--- src/rtl/mux_scan_pkg.sv ---
// Shared types and defaults for the register-read mux scan sequencer.
//   scan_state_t   : sequencer FSM states
//   DEFAULT_NUM_IN : default number of mux inputs scanned
package mux_scan_pkg;

    typedef enum logic [1:0] {S_IDLE, S_SCAN, S_DONE} scan_state_t;

    localparam int DEFAULT_NUM_IN = 32;

endpackage

--- src/rtl/scan_counter.sv ---
// Index counter for the scan sequencer. Counts 0..NUM_IN-1 and wraps to 0
// on the terminal count, so it can never leave the valid select range.
//   clk, rst : clock, async active-low reset
//   clr      : synchronous clear to 0 (priority over en)
//   en       : advance one step
//   idx      : current index
//   tc       : idx == NUM_IN-1
module scan_counter #(
    parameter int NUM_IN = 32,
    parameter int SEL_W  = $clog2(NUM_IN)
) (
    input  logic             clk,
    input  logic             rst,
    input  logic             clr,
    input  logic             en,
    output logic [SEL_W-1:0] idx,
    output logic             tc
);

    assign tc = (idx == SEL_W'(NUM_IN - 1));

    always_ff @(posedge clk or negedge rst) begin
        if (!rst) begin
            idx <= '0;
        end else if (clr) begin
            idx <= '0;
        end else if (en) begin
            idx <= tc ? '0 : idx + 1'b1;
        end
    end

endmodule

--- src/rtl/mux_scan_capture.sv ---
// Sequencer around a NUM_IN:1 register-read mux. Steps the mux select from
// 0 to NUM_IN-1, captures the mux output each cycle into a packed snapshot
// and offers the snapshot downstream with a valid/ready handshake.
//   clk, rst : clock, async active-low reset
//   start    : request a full scan
//   abort    : synchronous cancel, highest priority
//   select   : mux select (register-driven, 0 outside SCAN)
//   mux_out  : mux output, combinational in select
//   word     : snapshot, slice [i*N +: N] holds input i
//   valid    : snapshot complete and stable
//   ready    : downstream accepts snapshot
//   busy     : scan in progress
module mux_scan_capture
    import mux_scan_pkg::*;
#(
    parameter int N      = 1,
    parameter int NUM_IN = DEFAULT_NUM_IN,
    parameter int SEL_W  = $clog2(NUM_IN)
) (
    input  logic                clk,
    input  logic                rst,
    input  logic                start,
    input  logic                abort,
    output logic [SEL_W-1:0]    select,
    input  logic [N-1:0]        mux_out,
    output logic [NUM_IN*N-1:0] word,
    output logic                valid,
    input  logic                ready,
    output logic                busy
);

    scan_state_t      state, state_nxt;
    logic [SEL_W-1:0] idx;
    logic             tc;
    logic             cnt_clr, cnt_en;

    scan_counter #(.NUM_IN(NUM_IN), .SEL_W(SEL_W)) u_cnt (
        .clk (clk),
        .rst (rst),
        .clr (cnt_clr),
        .en  (cnt_en),
        .idx (idx),
        .tc  (tc)
    );

    always_ff @(posedge clk or negedge rst) begin
        if (!rst) state <= S_IDLE;
        else      state <= state_nxt;
    end

    always_comb begin
        state_nxt = state;
        cnt_clr   = 1'b0;
        cnt_en    = 1'b0;
        case (state)
            S_IDLE: begin
                if (start) begin
                    state_nxt = S_SCAN;
                    cnt_clr   = 1'b1;
                end
            end
            S_SCAN: begin
                // counter wraps to 0 on its own at terminal count
                cnt_en = 1'b1;
                if (tc) state_nxt = S_DONE;
            end
            S_DONE: begin
                if (ready) begin
                    state_nxt = start ? S_SCAN : S_IDLE;
                    cnt_clr   = 1'b1;
                end
            end
            default: begin
                state_nxt = S_IDLE;
                cnt_clr   = 1'b1;
            end
        endcase
        if (abort) begin
            state_nxt = S_IDLE;
            cnt_en    = 1'b0;
            cnt_clr   = 1'b1;
        end
    end

    // The value captured at an edge is the mux output for the select held
    // during the preceding cycle, which is exactly idx.
    always_ff @(posedge clk or negedge rst) begin
        if (!rst) begin
            word <= '0;
        end else if (state == S_SCAN && !abort) begin
            word[idx*N +: N] <= mux_out;
        end
    end

    assign select = (state == S_SCAN) ? idx : '0;
    assign valid  = (state == S_DONE);
    assign busy   = (state == S_SCAN);

endmodule

--- config.mk ---
export PLATFORM = sky130hd
export DESIGN_NAME = mux_scan_capture
export DESIGN_NICKNAME = d
export VERILOG_FILES = /design/src/rtl/mux_scan_pkg.sv /design/src/rtl/scan_counter.sv /design/src/rtl/mux_scan_capture.sv
export SDC_FILE = /design/constraint.sdc
export NUM_CORES = 1
export LEC_CHECK = 0
export CAP_MARGIN = 5
export CORE_UTILIZATION = 55
export CTS_CLUSTER_SIZE = 16
export DETAILED_ROUTE_END_ITERATION = 7
export GPL_TIMING_DRIVEN = 0
export PLACE_DENSITY = 0.85
export SYNTH_ARGS = -nofsm -noshare
export SYNTH_HDL_FRONTEND = slang
export SYNTH_HIERARCHICAL = 1
export SYNTH_SLANG_ARGS = --single-unit
--- constraint.sdc ---
create_clock -name clk -period 8.45 [get_ports clk]
set_input_delay 1.69 -clock clk [delete_from_list [all_inputs] [get_ports clk]]
set_output_delay 1.69 -clock clk [all_outputs]
set_load 0.02 [all_outputs]
==> flow_summary.toml, run 1 <==
[global_routing]
grt_usage_pct = 25.0
antenna_found_initial = 0
grt_start_max_net_pins = 40
grt_pass1_vias = 1672
grt-ovfl-total = 0
grt_pass1_wl_um = 7850

[die]
std_cell_rows = 22
io_pins = 45
start_util_pct = 58.3
fp.dieW_um = 65.0
core_area_um2 = 3740
die-area_um2 = 4220
die_h_um = 65.0

[route]
vias = 1690
vias_per_cell = 5.52
drt-total-wl_um = 4630
wire_per_inst_um = 15.1
dr.pass1.iters = 4
postRouteAntennaNets = 0
drtIter0Drc = 54
drc = 0

[placement]
placed_cell_area_um2 = 2680
gp_congestion = 0.797
dpl.hpwl_um = 3450
port_buffers = 44
pre_cts_ws_ps = 4690

[hold_path]
hold_path_depth = 2
hp-class = "register to register"
hold_end = "word[0]$_DFFE_PN0P_"
worstHoldStart = "word[0]$_DFFE_PN0P_"

[critical_path]
regToRegStartpoint = "u_cnt/idx[0]$_DFFE_PN0P_"
reg2reg_depth = 11
worst_setup_path_end_kind = "output port"
crit_type = "register to output port"
start_kind = "register"
reg2reg_to = "word[18]$_DFFE_PN0P_"
required_ps = 6760
rrSetupSlack_ps = 5200
arrival_ps = 1870
critPathMaxFanout = 7

[timing]
max_freq_mhz = 281
hold_slack_ps = 489
rsz0062_at_grt = "false"
fin_crit_sh_pct = 42.1
finalHoldViolations = 0
period_needed_ps = 3560
slew_headroom_pct = 44.9
setup_viol = 0
slew_viol_final = 0
worstMarginPinSlew_ps = 826
fin_skew_ps = 3.81
final.setup.tns_ps = 0
worst_slack_ps = 4890

[layout]
fin_util_pct = 74.7
nets = 267
area_growth_syn_to_layout_pct = 28.1
drive_gt1_share_pct = 20.5
fin_area_um2 = 2800
antenna_cells = 0

[clocking]
clock_latency_ps = 290
clk_pin_slew_worst_paths_ps = 70
cts_buffers = 5
post_cts_resized = 0
clock_path_buffers = 2
h-tree-depth = 2
cts_tree = "done"
cts-root-buf = "clkbuf_8"
numClockSinks = 39
ctsHoldBuffers = 0
postCtsSetupRepairBufs = 0

[pwr]
power-per-cell-area_nw_per_um2 = 138
ir_drop_mv = 0.113
p_leak_uw = 0.00120

[logic_synthesis]
synth_edf_count = 0
syn_area_um2 = 2180
synth_area_leaders = "dfrtp_1 (45%), mux2_2 (13%), nor2_1 (4.3%)"
synth.largest_area_cell = "dfrtp_1"
yosysTopAreaCellShare_pct = 44.7
syn_nets = 216
ys_async_sr_fraction_pct = 100
yosys_warnings = 6
seq_area_frac_synth_pct = 44.7
synth_common_cells = "dfrtp_1 (39), mux2_2 (26), nor2_1 (25), nand2_1 (15), nand3_1 (8)"
synth-main-ff-cell = "dfrtp_1"
syn_area_per_cell_um2 = 10.6
yosysMostFrequentCell = "dfrtp_1"
synth_cells = 206
ys_seq_elements = 39
synth.distinct_cells = 45

[run_status]
outcome = "finished, final reports clean"

[job]
maxCapViolCount = 0
registers in the layout, summed over array words and instances, names as in the netlist:
register / count
state: 2
u_cnt/idx: 5
word: 32
critical path: stages, from the launching register on:
cell,delay (ps)
dfrtp_1,470
nor2b_1,340
and2_1,180
clkdlybuf4s50_1,600
per-layer routing:
| layer | track usage [%] | part of all wire, % | vias up |
|---|---|---|---|
| li1 | - | - | 830 |
| met1 | 32.1 | 47 | 805 |
| met2 | 40.9 | 48 | 46 |
| met3 | 5.99 | 4.1 | 9 |
| met4 | 8.61 | 1.4 | 0 |
| met5 | 0 | 0 | - |
placed cells by master, fill, tap and decap left out, types with 3 or more instances in the layout:
| cell | netlist | layout |
|---|---|---|
| mux2_2 | 26 | 26 |
| inv_1 | 7 | 7 |
| nand4_1 | 3 | 3 |
| dfrtp_1 | 39 | 39 |
| and2_1 | 7 | 7 |
| nor3_1 | 6 | 6 |
| o21ai_0 | 4 | 4 |
| nor4_1 | 3 | 3 |
| nand2_1 | 15 | 15 |
| nor2_1 | 25 | 25 |
| ha_1 | 4 | 4 |
| nand3_1 | 8 | 8 |
| clkbuf_8 | 0 | 6 |
| a21oi_1 | 4 | 4 |
| nor2b_1 | 7 | 7 |
| clkdlybuf4s50_1 | 0 | 43 |
| and3_1 | 4 | 4 |
| buf_2 | 4 | 5 |
power by group:
part	switching (uW)	internal, uW	leakage, uW
sequential	2.01	189	0.000542
clock	63.8	95.5	0.0000612
combinational	21.9	13.7	0.000600
worst max path at each step:
stage | to | from | slack (ps)
final | select[3] | state[1]$_DFFE_PN0P_ | 4890
after CTS | select[3] | state[1]$_DFFE_PN0P_ | 4860
after global placement | word[18]$_DFFE_PN0P_ | abort | 4720
after global routing | select[2] | state[1]$_DFFE_PN0P_ | 4790
after floorplan | select[0] | state[1]$_DFFE_PN0P_ | 5540
after detailed placement | word[18]$_DFFE_PN0P_ | abort | 4690
cell families (layout without fill, tap and decap cells):
| kind of cell | count (synthesis) | count (layout) | share of synthesized area, % |
|---|---|---|---|
| simple gates | 97 | 97 | 25.7 |
| flops | 39 | 39 | 44.7 |
| mux | 32 | 32 | 16.7 |
| compound gates | 18 | 18 | 5.79 |
| buf+inv | 13 | 65 | 3.15 |
| fa+ha+maj | 4 | 4 | 2.29 |
| xor+xnor | 3 | 3 | 1.55 |
final cells by class:
class                   instances  area (um^2)
multi-input cells             154         1140
clock buffers                   6         82.6
well taps                      48         60.1
fillers                       289          948
inverters                       7         26.3
clock inverters                 2         35.0
plain buffers                   6         42.5
flip-flops and latches         39          976
repair buffers                 44          435
metrics by stage:
step / total power, uW / instances
2_1_floorplan: 215 / 206
3_3_place_gp: 230 / 298
3_5_place_dp: 231 / 298
4_1_cts: 390 / 306
5_1_grt: 402 / 306
6_report: 386 / 306
Power figures use the tool's default switching activity.
==> run 2, diff against run 1 <==
- CORE_UTILIZATION: 55 -> 51
- PLACE_DENSITY: 0.85 -> 0.8
- clock period: 8.45 -> 3.4 ns (I/O delays scaled with it)
==> run 2 against run 1 <==
Sequential share of layout area up 0.38 points; non-clock buffer count unchanged; register-to-register slack got worse by 5000 ps; worst hold slack barely moved; sequential cell count unchanged; critical endpoint is now word[25]$_DFFE_PN0P_; global-route usage shrank 3.4 points; clock-buffer cell count unchanged; combinational power increased to 2.5 times the previous value; first-iteration DRC count grew 89%; via count decreased by 0.77%; die area grew 7.6%; cell area decreased by 1.1%.
==> flow_summary.toml, run 2 (synthesis gave the netlist of run 1 again) <==
[global_routing]
grt_pass1_vias = 1518
antenna_found_initial = 0
grt_start_max_net_pins = 40
grt_usage_pct = 21.6
grt-ovfl-total = 0
grt_pass1_wl_um = 7160

[route]
wire_per_inst_um = 14.8
drt-total-wl_um = 4560
drtIter0Drc = 102
vias = 1677
drc = 0
dr.pass1.iters = 4
postRouteAntennaNets = 0
vias_per_cell = 5.44

[layout]
antenna_cells = 0
mostFrequentLayoutCells = "clkdlybuf4s50_1 (43), dfrtp_1 (39), mux2_2 (26)"
multiInputGateArea_um2 = 1140
fill_cells = 309
final_common_cell = "clkdlybuf4s50_1"
area_growth_syn_to_layout_pct = 26.7
largest-register = "word"
largest_reg_flops = 32
drive_gt1_share_pct = 20.2
nets = 267
largestRegisters = "word x32, u_cnt/idx x5, state x2"
finalNonFillerCells = 308
seq_area_um2 = 976

[clocking]
h-tree-depth = 2
postCtsSetupRepairBufs = 0
numClockSinks = 39
clk_pin_slew_worst_paths_ps = 70
ctsHoldBuffers = 0
cts_buffers = 5
clock_latency_ps = 300
clock_path_buffers = 2
cts-root-buf = "clkbuf_8"
post_cts_resized = 0
cts_tree = "done"

[hold_path]
hp-class = "input port to asynchronous set/reset pin"

[critical_path]
worst_setup_path_end_kind = "register"
start_kind = "register"
regToRegStartpoint = "u_cnt/idx[0]$_DFFE_PN0P_"
cp-startpoint = "u_cnt/idx[0]$_DFFE_PN0P_"
critPathMaxFanout = 9
rrSetupSlack_ps = 160
crit_path_end = "word[25]$_DFFE_PN0P_"
reg2reg_to = "word[25]$_DFFE_PN0P_"
arrival_ps = 3410
crit_type = "register to register"
reg2reg_depth = 11
required_ps = 3580

[pwr]
p_leak_uw = 0.00118
power-per-cell-area_nw_per_um2 = 313
ir_drop_mv = 0.244

[die]
fp.dieW_um = 67.4
core_area_um2 = 4060
die_h_um = 67.4
io_pins = 45
start_util_pct = 53.8
std_cell_rows = 23
die-area_um2 = 4540

[placement]
gp_congestion = 0.829
dpl.cell_count = 300
pre_cts_ws_ps = 165
port_buffers = 44
dpl.hpwl_um = 3340

[timing]
slew_headroom_pct = 44.5
fin_skew_ps = 11.5
finalHoldViolations = 0
rsz0062_at_grt = "false"
fin_crit_sh_pct = 95.2
setup_viol = 0
slew_viol_final = 0
worst_slack_ps = 164
period_needed_ps = 3240
final.setup.tns_ps = 0
worstMarginPinSlew_ps = 833
max_freq_mhz = 309

[run_status]
outcome = "finished, final reports clean"

[job]
maxCapViolCount = 0
[run 2: worst min-delay path by stage]
stage | startpoint | to | slack (ps) | cells past startpoint
after floorplan | rst | state[0]$_DFFE_PN0P_ | 380 | 0
after global placement | word[0]$_DFFE_PN0P_ | word[0]$_DFFE_PN0P_ | 470 | 2
after detailed placement | word[1]$_DFFE_PN0P_ | word[1]$_DFFE_PN0P_ | 490 | 1
after CTS | word[1]$_DFFE_PN0P_ | word[1]$_DFFE_PN0P_ | 510 | 1
after global routing | word[0]$_DFFE_PN0P_ | word[0]$_DFFE_PN0P_ | 530 | 2
final | rst | word[9]$_DFFE_PN0P_ | 490 | 1
[run 2: area by class of cell]
type / instances / area share (%)
Tap cell: 50 / 2.26
Clock buffer: 6 / 2.62
Sequential cell: 39 / 35.3
Clock inverter: 2 / 0.452
Timing Repair Buffer: 44 / 15.7
Inverter: 7 / 0.950
Buffer: 6 / 1.54
Multi-Input combinational cell: 154 / 41.1
[run 2: layer usage]
metal  vias to the layer above  wire length (um)  track usage (%)
li1                        826                 -                -
met2                        35              2180             33.5
met1                       808              2170             29.0
met5                         -                 0                0
met4                         0                65             7.71
met3                         8               153             5.41
[run 2: worst max-delay path, stage by stage, from the launching register on]
cell	delay [ps]
dfrtp_1	470
buf_2	280
inv_1	140
ha_1	310
nand2b_1	120
nor2_1	50
ha_1	260
buf_2	170
nor4b_4	520
nand2_1	250
nor2_1	190
mux2_2	340
[run 2: report_power, final]
part           internal (uW)  leakage, uW  switching [uW]
clock                    143    0.0000412             160
combinational           34.0     0.000600            55.2
sequential               469     0.000542            4.95
total                    646      0.00118             220
[run 2: per-stage QoR]
step                utilization, %  cell area, um^2  total power, uW  hold slack (ps)
detailed placement            66.1             2680              573              490
finish                        68.1             2770              867              489
global placement              66.2             2690              571              469
global route                  68.1             2770              905              527
CTS                           68.1             2770              876              507
floorplan                        -             2180              534              384
==> run 3, diff against run 2 <==
- HOLD_SLACK_MARGIN: not set -> 0.15
- SLEW_MARGIN: not set -> 20
==> run 3 against run 2 <==
Clock skew decreased by 4.6 ps; maximum frequency up 10%; worst hold slack worse by 170 ps; global-route usage is 0.73 points higher; critical endpoint is now word[19]$_DFFE_PN0P_; largest cell class unchanged.
==> flow_summary.toml, run 3 (synthesis gave the netlist of run 1 again) <==
[timing]
period_needed_ps = 2940
fin_skew_ps = 6.99
worst_slack_ps = 464
slew_viol_final = 0
max_freq_mhz = 341
rsz0062_at_grt = "false"
final.setup.tns_ps = 0
setup_viol = 0
slew_headroom_pct = 47.5
finalHoldViolations = 0
worstMarginPinSlew_ps = 781
fin_crit_sh_pct = 86.4

[pwr]
p_leak_uw = 0.00121
ir_drop_mv = 0.229
power-per-cell-area_nw_per_um2 = 308
p_total_uw = 868

[critical_path]
slowest_stage = "dfrtp_1"
worst_setup_path_end_kind = "register"
rrSetupSlack_ps = 460
crit_buf_inv = 4
crit_path_end = "word[19]$_DFFE_PN0P_"
reg2reg_depth = 12
reg2reg_to = "word[19]$_DFFE_PN0P_"
required_ps = 3570
cpPeakStageDelay_ps = 460
path_cells = "buf_2, inv_1, ha_1, nand2b_1, nor2_1, ha_1, buf_2, nor4b_4, buf_4, and2_1, nand2_1, mux2_2"
critPathMaxFanout = 9
crit_family = "buffers and inverters"
arrival_ps = 3110
worst-path-stages = 12
start_kind = "register"
regToRegStartpoint = "u_cnt/idx[0]$_DFFE_PN0P_"
crit_type = "register to register"
cp-startpoint = "u_cnt/idx[0]$_DFFE_PN0P_"

[global_routing]
grt_usage_pct = 22.3
grt-ovfl-total = 0
grt_pass1_wl_um = 7440
grt_pass1_vias = 1529
antenna_found_initial = 0
grt_start_max_net_pins = 25

[route]
vias = 1686
drt-total-wl_um = 4610
dr.pass1.iters = 4
postRouteAntennaNets = 0
drtIter0Drc = 83
vias_per_cell = 5.40
wire_per_inst_um = 14.8
drc = 0

[placement]
placed_cell_area_um2 = 2710
gp_congestion = 0.829
dpl.hpwl_um = 3470
pre_cts_ws_ps = 160
port_buffers = 44

[layout]
fin_util_pct = 69.4
largest-register = "word"
seq_area_um2 = 976
antenna_cells = 0
largest_reg_flops = 32
nets = 271
mostFrequentLayoutCells = "clkdlybuf4s50_1 (43), dfrtp_1 (39), mux2_2 (26)"
drive_gt1_share_pct = 21.4
area_growth_syn_to_layout_pct = 29.0
fin_area_um2 = 2820
largestRegisters = "word x32, u_cnt/idx x5, state x2"
final_common_cell = "clkdlybuf4s50_1"
multiInputGateArea_um2 = 1140
fill_cells = 311

[die]
die_h_um = 67.4
core_area_um2 = 4060
io_pins = 45
start_util_pct = 53.8
std_cell_rows = 23
fp.dieW_um = 67.4
die-area_um2 = 4540

[clocking]
cts-root-buf = "clkbuf_8"
clk_pin_slew_worst_paths_ps = 80
clock_latency_ps = 290
cts_tree = "done"
clock_path_buffers = 2
post_cts_resized = 0
h-tree-depth = 2
numClockSinks = 39
cts_buffers = 5

[job]
maxCapViolCount = 0

[run_status]
outcome = "finished, final reports clean"

[hold_path]
hp-class = "input port to asynchronous set/reset pin"
## run 3: cell count changes in the layout (fill, tap and decap cells not counted)
cell,delta
buf_16,+1
buf_4,+3
## run 3: layout make-up
class	instances	area share (%)
multi-input cells	154	40.4
inverters	7	0.933
plain buffers	6	1.51
clock buffers	6	2.58
well taps	50	2.22
clock inverters	2	0.444
repair buffers	48	17.2
flip-flops and latches	39	34.7
## run 3: repair_timing
item	in CTS	in global routing
endpoints found under the setup margin	0	3
hold buffers	0	0
buffers inserted	0	3
## run 3: report_power, final
group          leakage, uW  switching [uW]  internal [uW]
clock            0.0000412             153            143
combinational     0.000628            57.0           40.0
sequential        0.000542            5.21            469
## run 3: worst min-delay path by stage
| stage | start | end | slack, ps | depth (start not counted) |
|---|---|---|---|---|
| after floorplan | rst | state[0]$_DFFE_PN0P_ | 380 | 0 |
| after global placement | word[0]$_DFFE_PN0P_ | word[0]$_DFFE_PN0P_ | 470 | 2 |
| after detailed placement | word[1]$_DFFE_PN0P_ | word[1]$_DFFE_PN0P_ | 490 | 1 |
| after CTS | rst | word[30]$_DFFE_PN0P_ | 320 | 1 |
| after global routing | rst | word[13]$_DFFE_PN0P_ | 330 | 1 |
| final | rst | word[30]$_DFFE_PN0P_ | 320 | 1 |
## run 3: per-layer routing
metal,track usage [%],share of wire (%),up-vias
met2,35.0,48,39
met1,30.8,47,801
met5,0,0,-
met3,4.56,3.4,6
met4,6.91,1.3,0
li1,-,-,840
## run 3: stage by stage
step | cells | hold slack [ps]
final | 312 | 318
after global placement | 300 | 469
after CTS | 309 | 322
after detailed placement | 301 | 490
after floorplan | 206 | 384
after global routing | 312 | 326
